File: src/rtl/alu.sv
// ---------------------------------------------------------------------------
// alu -- single-cycle registered ALU.
//
// Operations are selected by a 3-bit control (ALUOp): AND, OR, ADD, XOR, NOR,
// SLTU, SUB, SLT. Operands are sampled on a rising clk edge when in_valid is
// high. The result and zero flag are registered, so latency is exactly one
// cycle. Both hold while in_valid is low.
//
// Optional feature: define ALU_OVERFLOW_EN to add a registered signed-overflow
// flag. The flag is set for ADD and SUB and is 0 for every other op.
//
// Ports:
//   clk       in   1      rising-edge clock
//   reset     in   1      asynchronous, active-high reset
//   A, B      in   WIDTH  operands (two's complement for signed ops)
//   control   in   3      operation select
//   in_valid  in   1      sample A/B/control on this edge
//   result    out  WIDTH  registered operation result
//   zero      out  1      registered, high when result == 0
//   out_valid out  1      in_valid delayed by one cycle
//   overflow  out  1      (ALU_OVERFLOW_EN only) signed overflow on ADD/SUB
// ---------------------------------------------------------------------------

// Per-bit slice of the bitwise operations. Arithmetic and compare ops are
// handled at word level in the top module, so this slice returns 0 for them.
module alu_lane (
  input  logic       a,
  input  logic       b,
  input  logic [2:0] op,
  output logic       y
);
  always_comb begin
    y = 1'b0;
    case (op)
      3'b000:  y = a & b;
      3'b001:  y = a | b;
      3'b011:  y = a ^ b;
      3'b100:  y = ~(a | b);
      default: y = 1'b0;
    endcase
  end
endmodule

module alu #(
  parameter int WIDTH = 32
) (
  input  logic             clk,
  input  logic             reset,
  input  logic [WIDTH-1:0] A,
  input  logic [WIDTH-1:0] B,
  input  logic [2:0]       control,
  input  logic             in_valid,
  output logic [WIDTH-1:0] result,
  output logic             zero,
`ifdef ALU_OVERFLOW_EN
  output logic             overflow,
`endif
  output logic             out_valid
);

  localparam int STAGES = 1;
  localparam int MSB    = WIDTH - 1;

  typedef enum logic [2:0] {
    OP_AND  = 3'b000,
    OP_OR   = 3'b001,
    OP_ADD  = 3'b010,
    OP_XOR  = 3'b011,
    OP_NOR  = 3'b100,
    OP_SLTU = 3'b101,
    OP_SUB  = 3'b110,
    OP_SLT  = 3'b111
  } op_e;

  typedef struct packed {
    logic [WIDTH-1:0] a;
    logic [WIDTH-1:0] b;
    op_e              op;
  } req_t;

  req_t req;
  assign req = '{a: A, b: B, op: op_e'(control)};

  // Bitwise ops, one slice per bit.
  logic [WIDTH-1:0] logic_y;
  for (genvar i = 0; i < WIDTH; i++) begin : g_lane
    alu_lane u_lane (
      .a  (req.a[i]),
      .b  (req.b[i]),
      .op (control),
      .y  (logic_y[i])
    );
  end

  // One shared subtractor, widened by a bit so that its top bit is the
  // unsigned borrow. That borrow gives SLTU directly.
  logic [WIDTH-1:0] sum;
  logic [WIDTH:0]   diff_full;
  logic [WIDTH-1:0] diff;
  logic             ltu;
  logic             lts;

  assign sum       = req.a + req.b;
  assign diff_full = {1'b0, req.a} - {1'b0, req.b};
  assign diff      = diff_full[MSB:0];
  assign ltu       = diff_full[WIDTH];
  // If the sign bits differ, the negative operand is the smaller one. If they
  // match, A-B cannot overflow, so the sign of the difference is the answer.
  assign lts       = (req.a[MSB] ^ req.b[MSB]) ? req.a[MSB] : diff[MSB];

  logic [WIDTH-1:0] op_val;
  always_comb begin
    op_val = logic_y;
    case (req.op)
      OP_ADD:  op_val = sum;
      OP_SUB:  op_val = diff;
      OP_SLTU: op_val = {{(WIDTH-1){1'b0}}, ltu};
      OP_SLT:  op_val = {{(WIDTH-1){1'b0}}, lts};
      default: op_val = logic_y;
    endcase
  end

  // Valid pipeline. Bit 0 is the live input and bit STAGES is the output.
  logic [STAGES:0] vld_pipe;
  logic            vld_q;
  assign vld_pipe  = {vld_q, in_valid};
  assign out_valid = vld_pipe[STAGES];

  always_ff @(posedge clk or posedge reset) begin
    if (reset) vld_q <= 1'b0;
    else       vld_q <= vld_pipe[0];
  end

  always_ff @(posedge clk or posedge reset) begin
    if (reset) begin
      result <= '0;
      zero   <= 1'b1;
    end else if (in_valid) begin
      result <= op_val;
      zero   <= (op_val == '0);
    end
  end

`ifdef ALU_OVERFLOW_EN
  // ADD overflows when the operands share a sign that the sum does not.
  // SUB overflows when the operands differ in sign and the difference takes
  // B's sign.
  logic ovf_val;
  always_comb begin
    ovf_val = 1'b0;
    case (req.op)
      OP_ADD:  ovf_val = (req.a[MSB] == req.b[MSB]) && (sum[MSB]  != req.a[MSB]);
      OP_SUB:  ovf_val = (req.a[MSB] != req.b[MSB]) && (diff[MSB] != req.a[MSB]);
      default: ovf_val = 1'b0;
    endcase
  end

  always_ff @(posedge clk or posedge reset) begin
    if (reset)         overflow <= 1'b0;
    else if (in_valid) overflow <= ovf_val;
  end
`endif

endmodule

File: config.mk
export PLATFORM = sky130hd
export DESIGN_NAME = alu
export DESIGN_NICKNAME = d
export VERILOG_FILES = /design/src/rtl/alu.sv
export SDC_FILE = /design/constraint.sdc
export NUM_CORES = 1
export LEC_CHECK = 0
export BUFFER_PORTS_ARGS = -buffer_cell sky130_fd_sc_hd__buf_2
export CAP_MARGIN = 25
export CORE_UTILIZATION = 45
export DETAILED_ROUTE_END_ITERATION = 10
export SLEW_MARGIN = 25
export SYNTH_ARGS = -nofsm -noshare
export SYNTH_HDL_FRONTEND = slang
export SYNTH_HIERARCHICAL = 1
export SYNTH_SLANG_ARGS = --single-unit
File: constraint.sdc
create_clock -name clk -period 1.7 [get_ports clk]
set_input_delay 0.085 -clock clk [delete_from_list [all_inputs] [get_ports clk]]
set_output_delay 0.085 -clock clk [all_outputs]
set_load 0.01 [all_outputs]
=== Yosys cells after proc, flatten, opt, wreduce, memory -nomap -nowiden ===
Cells that the tools add are included.
Widths: inputs -> output; s select.

* Multiplexer cells: 34
* Add/subtract/negate cells: 2
* Reduce and logical (&&, ||, !) cells: 2
* Eq/ne operators: 7
* Bitwise logic cells: 128

{| class="wikitable"
|+ Operators by type and width
! kind !! number
|-
| $pmux 1 s4 || 32
|-
| $pmux 32 s4 || 1
|-
| $sub 32x32->33 || 1
|-
| $add 32x32->32 || 1
|-
| $and 1x1->1 || 32
|-
| $logic_not 32->1 || 1
|-
| $not 1->1 || 32
|-
| $or 1x1->1 || 32
|-
| $xor 1x1->1 || 32
|-
| $eq 3x3->1 const B || 4
|-
| $eq 3x2->1 const B || 2
|-
| $eq 3x1->1 const B || 1
|-
| $logic_not 3->1 || 1
|-
| $mux 1 || 1
|}

* Register bits after elaboration: 34
* Output and inout bits: 34
* Word-level logic and storage cells: 176

=== Depth between registers and ports, before layout ===
* Depth after elaboration: 5
* Gate-level depth with buffers: 18
* Depth with buffers taken out: 17

=== By module ===
Netlist, hierarchy kept.

{| class="wikitable"
|+ Modules (own cells, without submodules)
! module !! times used !! area each (um^2) !! cells an instance
|-
| alu || 1 || 5,769.3 || 806
|-
| alu_lane || 32 || 73.8 || 10
|}

=== Least setup slack after synthesis ===
Ideal clock, no wire load.

* Kind: input to register
* From: input port B[2]
* To: register zero
* Library setup time: 0.089 ns
* Arrival: 3.088 ns
* Stages on the path: 15
* Path slack: -1.477 ns
* Required time: 1.611 ns
* Path through: inv_1 > ha_1 > a21oi_2 > a2111oi_4 > o2111ai_1 > a21oi_1 > o311ai_0 > a21oi_1 > o21a_1 > nor2_1 > fa_1 > o21ai_0 > a211oi_1 > nand4b_1 > o32ai_2

* Longest elaborated chain between the ends: 5

{| class="wikitable"
|+ RTL lines
! element !! RTL line !! text
|-
| from (decl) || 50 || <nowiki>input logic [WIDTH-1:0] B,</nowiki>
|-
| branches (longest 3 deep; another with $sub 32x32->33) || -- ||
|-
| $pmux 32 s4 * || 114 || <nowiki>case (req.op)</nowiki>
|-
| $logic_not 32->1 * || 140 || <nowiki>zero <= (op_val == '0);</nowiki>
|-
| to (signal assigned) || 140 ||
|-
| to (decl) || 54 || <nowiki>output logic zero,</nowiki>
|}

Mark *: on every way between the ends.
A chain may end at the register's enable or synchronous reset.

=== Worst setup path in the final report ===
* From: input port B[0]
* To: register zero

The elaborated chain is that of the path after synthesis.

==> results.toml <==
[outcome]
status = "finished with violations"
violations = "setup timing"

[synthesis]
synth_top_family_by_area = "compound AO/OA/AOI/OAI gates"
ys_async_sr_fraction_pct = 100
synth_compound_area_share_pct = 29.7
postSynthAreaPerCell_um2 = 7.22
synthFlopType = "dfrtp_1"
ys_seq_elements = 34
synth_area_um2 = 8130
synthMuxAreaShare_pct = 6.06
synth-simple-area-share_pct = 20.5
synth_nets = 1327
yosysWarnings = 6
synth_cells = 1126
synth_adder_area_share_pct = 20.4
ys_types = 82
synth_xor_area_share_pct = 2.37
synth_edf_count = 0
yosysSeqAreaShare_pct = 10.5

[power_and_ir_drop]
total_power_w = 0.00655
combPwrFrac_pct = 65.5
p_clk_share_pct = 19.5
seq_power_share_pct = 15.0
powerDensity_nw_per_um2 = 498
sw_frac_of_total_pct = 41.3
leakage_nw = 6.46
p_sw_w = 0.00271
p_int_w = 0.00385
vdd_drop_max_uv = 438

[finish]
layout_common_cells = "buf_4, inv_1, ha_1"
drive_gt1_share_pct = 44.6
layout_commonest_cell = "buf_4"
final_area_um2 = 13200
fin_nets = 1762
syn2layout_area_growth_pct = 61.8
stdcell_count = 1787
diodes = 0

[critical_path]
path_cells = "buf_8 > ha_4 > inv_2 > fa_2 > nor2_4 > o311ai_4 > a2111oi_4 > nor2_2 > a21oi_2 > xnor2_1 > a222oi_1 > or4b_4 > nor4b_2 > nand4b_1 > o32ai_2"
timing.rr.end = "result[20]$_DFFE_PP0P_"
start_kind = "primary input"
critical_path.max_fanout = 3
worst-endpoint-arrival_ps = 3300
critPathKind = "primary input to register"
slowest_stage = "or4b_4"
r2r-start = "result[20]$_DFFE_PP0P_"
regToRegSetupSlack_ps = 860
ff2ff_path_depth = 2
max_stage_delay_ps = 540
required_ps = 1910
critPathCaptureType = "register"

[routing]
ant_nets = 0
drt_first_pass_iters = 5
drt_iter0_drc = 586
viasPerCell = 5.75
via_count = 10300
drc = 0
wl_per_cell_um = 18.2
wl_um = 32600

[timing]
rsz0062_at_grt = "yes"
drv_slew = 0
tightest_slew_ps = 707
clock_skew_ps = 0
setup_viol = 29
period_share_pct = 182
fin_ws_ps = -1400
period_needed_ps = 3100
hold_viol_final = 0
timing.fmax_mhz = 323
slew_headroom_pct = 52.5

[die]
io_pins = 104
die_h_um = 136
die_x_um = 136
die_area_um2 = 18600
start_util_pct = 46.5
coreArea_um2 = 17500
rows = 48

[placed_design]
portBuffers = 103
place_ws_ps = -1940
place_area_um2 = 11500
place_congestion = 0.992
post-place-cells = 1734
hpwl_um = 24900

[clock_tree]
cts_buffers = 5
cts_sinks = 34
cts_tree = "done"
clk_path_buf_depth = 2
htree_levels = 2
cts_root_buffer = "clkbuf_16"
clkTransAtPathRegs_ps = 70
clkLatencyLatePin_ps = 290

[run]
max_cap_violations = 0

[hold_path]
hold_start = "in_valid"
min_path_cells = 2
hp-class = "primary input to register"
min_to = "out_valid$_DFF_PP0_"

[global_route]
grt_max_degree = 46
grt-ovfl-total = 0
grt_pass1_wl_um = 50400
grt_usage_pct = 34.6
antenna_found_initial = 0
grt_pass1_vias = 9680
[power groups by stage]
| stage | Sequential [W] | Clock (W) | Combinational, W |
|---|---|---|---|
| after detailed placement | 0.000996 | 0 | 0.00356 |
| after global placement | 0.000992 | 0 | 0.00352 |
| after floorplan | 0.00105 | 0 | 0.00178 |
| after global routing | 0.000998 | 0.00132 | 0.00462 |
| after CTS | 0.000983 | 0.00129 | 0.00397 |
| final | 0.000984 | 0.00128 | 0.00429 |
[synth_stat cells, types with 17 or more instances]
| master | number | area [um^2] |
|---|---|---|
| a21oi_1 | 91 | 455 |
| a31oi_1 | 42 | 263 |
| and4b_1 | 32 | 320 |
| clkbuf_1 | 32 | 120 |
| dfrtp_1 | 33 | 826 |
| ha_1 | 128 | 1600 |
| inv_1 | 170 | 638 |
| mux2i_1 | 38 | 380 |
| nand2_1 | 53 | 199 |
| nor2_1 | 104 | 390 |
| nor2b_1 | 17 | 106 |
| nor3_1 | 24 | 120 |
| o21ai_0 | 67 | 335 |
| o31ai_1 | 41 | 308 |
| xnor2_1 | 20 | 175 |
[metrics by stage]
step	hold slack [ps]	TNS [ps]	util (%)
floorplan	116	-14550	-
global placement	226	-33390	65.8
detailed placement	247	-34940	65.8
CTS	330	-18760	72.3
global route	365	-23140	75.3
finish	343	-21010	75.3
[kinds of logic after synthesis]
kind of cell,Yosys count
AOI/OAI and AO/OA,365
DFF,34
adders and majority gates,131
and+or+nand+nor,308
buffers and inverters,218
muxes,48
xor gates and xnor gates,22
[cell type report]
| class | count | area, um^2 |
|---|---|---|
| well taps | 225 | 282 |
| repair buffers | 474 | 3540 |
| flip-flops and latches | 34 | 852 |
| clock buffers | 5 | 125 |
| clock inverters | 3 | 68.8 |
| multi-input cells | 874 | 7610 |
| fillers | 1325 | 4320 |
| inverters | 172 | 678 |
[per-layer routing]
| layer | share of wire [%] | GRT usage (%) |
|---|---|---|
| met3 | 6.0 | 4.10 |
| met1 | 45 | 46.9 |
| met5 | 0 | 0 |
| met2 | 46 | 56.9 |
| met4 | 3.3 | 10.5 |
[timing repair]
item                                    CTS  global route
buffers inserted                         33            24
gates resized for setup                 169            95
endpoints found under the setup margin   30            32
endpoints found under the hold margin    33             0
gates cloned                              0             0
hold buffers                              1             0
pin swaps                                82            66
[how the worst max path moves through the flow]
stage                     from               end  slack, ps  cells after the start
after floorplan           A[0]  zero$_DFFE_PP1P_      -1330                     14
after global placement    A[0]  zero$_DFFE_PP1P_      -1850                     15
after detailed placement  A[0]  zero$_DFFE_PP1P_      -1940                     15
after CTS                 B[2]  zero$_DFFE_PP1P_      -1290                     16
after global routing      B[0]  zero$_DFFE_PP1P_      -1480                     15
final                     B[0]  zero$_DFFE_PP1P_      -1400                     15
[flip-flops by register name, summed over array words and instances (netlist names)]
| name | flops |
|---|---|
| result | 32 |
| zero | 1 |
| out_valid | 1 |
[worst max-delay path, delay by kind of cell]
family | cells | cell delay, ps
compound gates | 5 | 1300
fa+ha+maj | 2 | 500
buf+inv | 2 | 120
simple gates | 5 | 1220
xor+xnor | 1 | 70
Power figures use the tool's default switching activity.
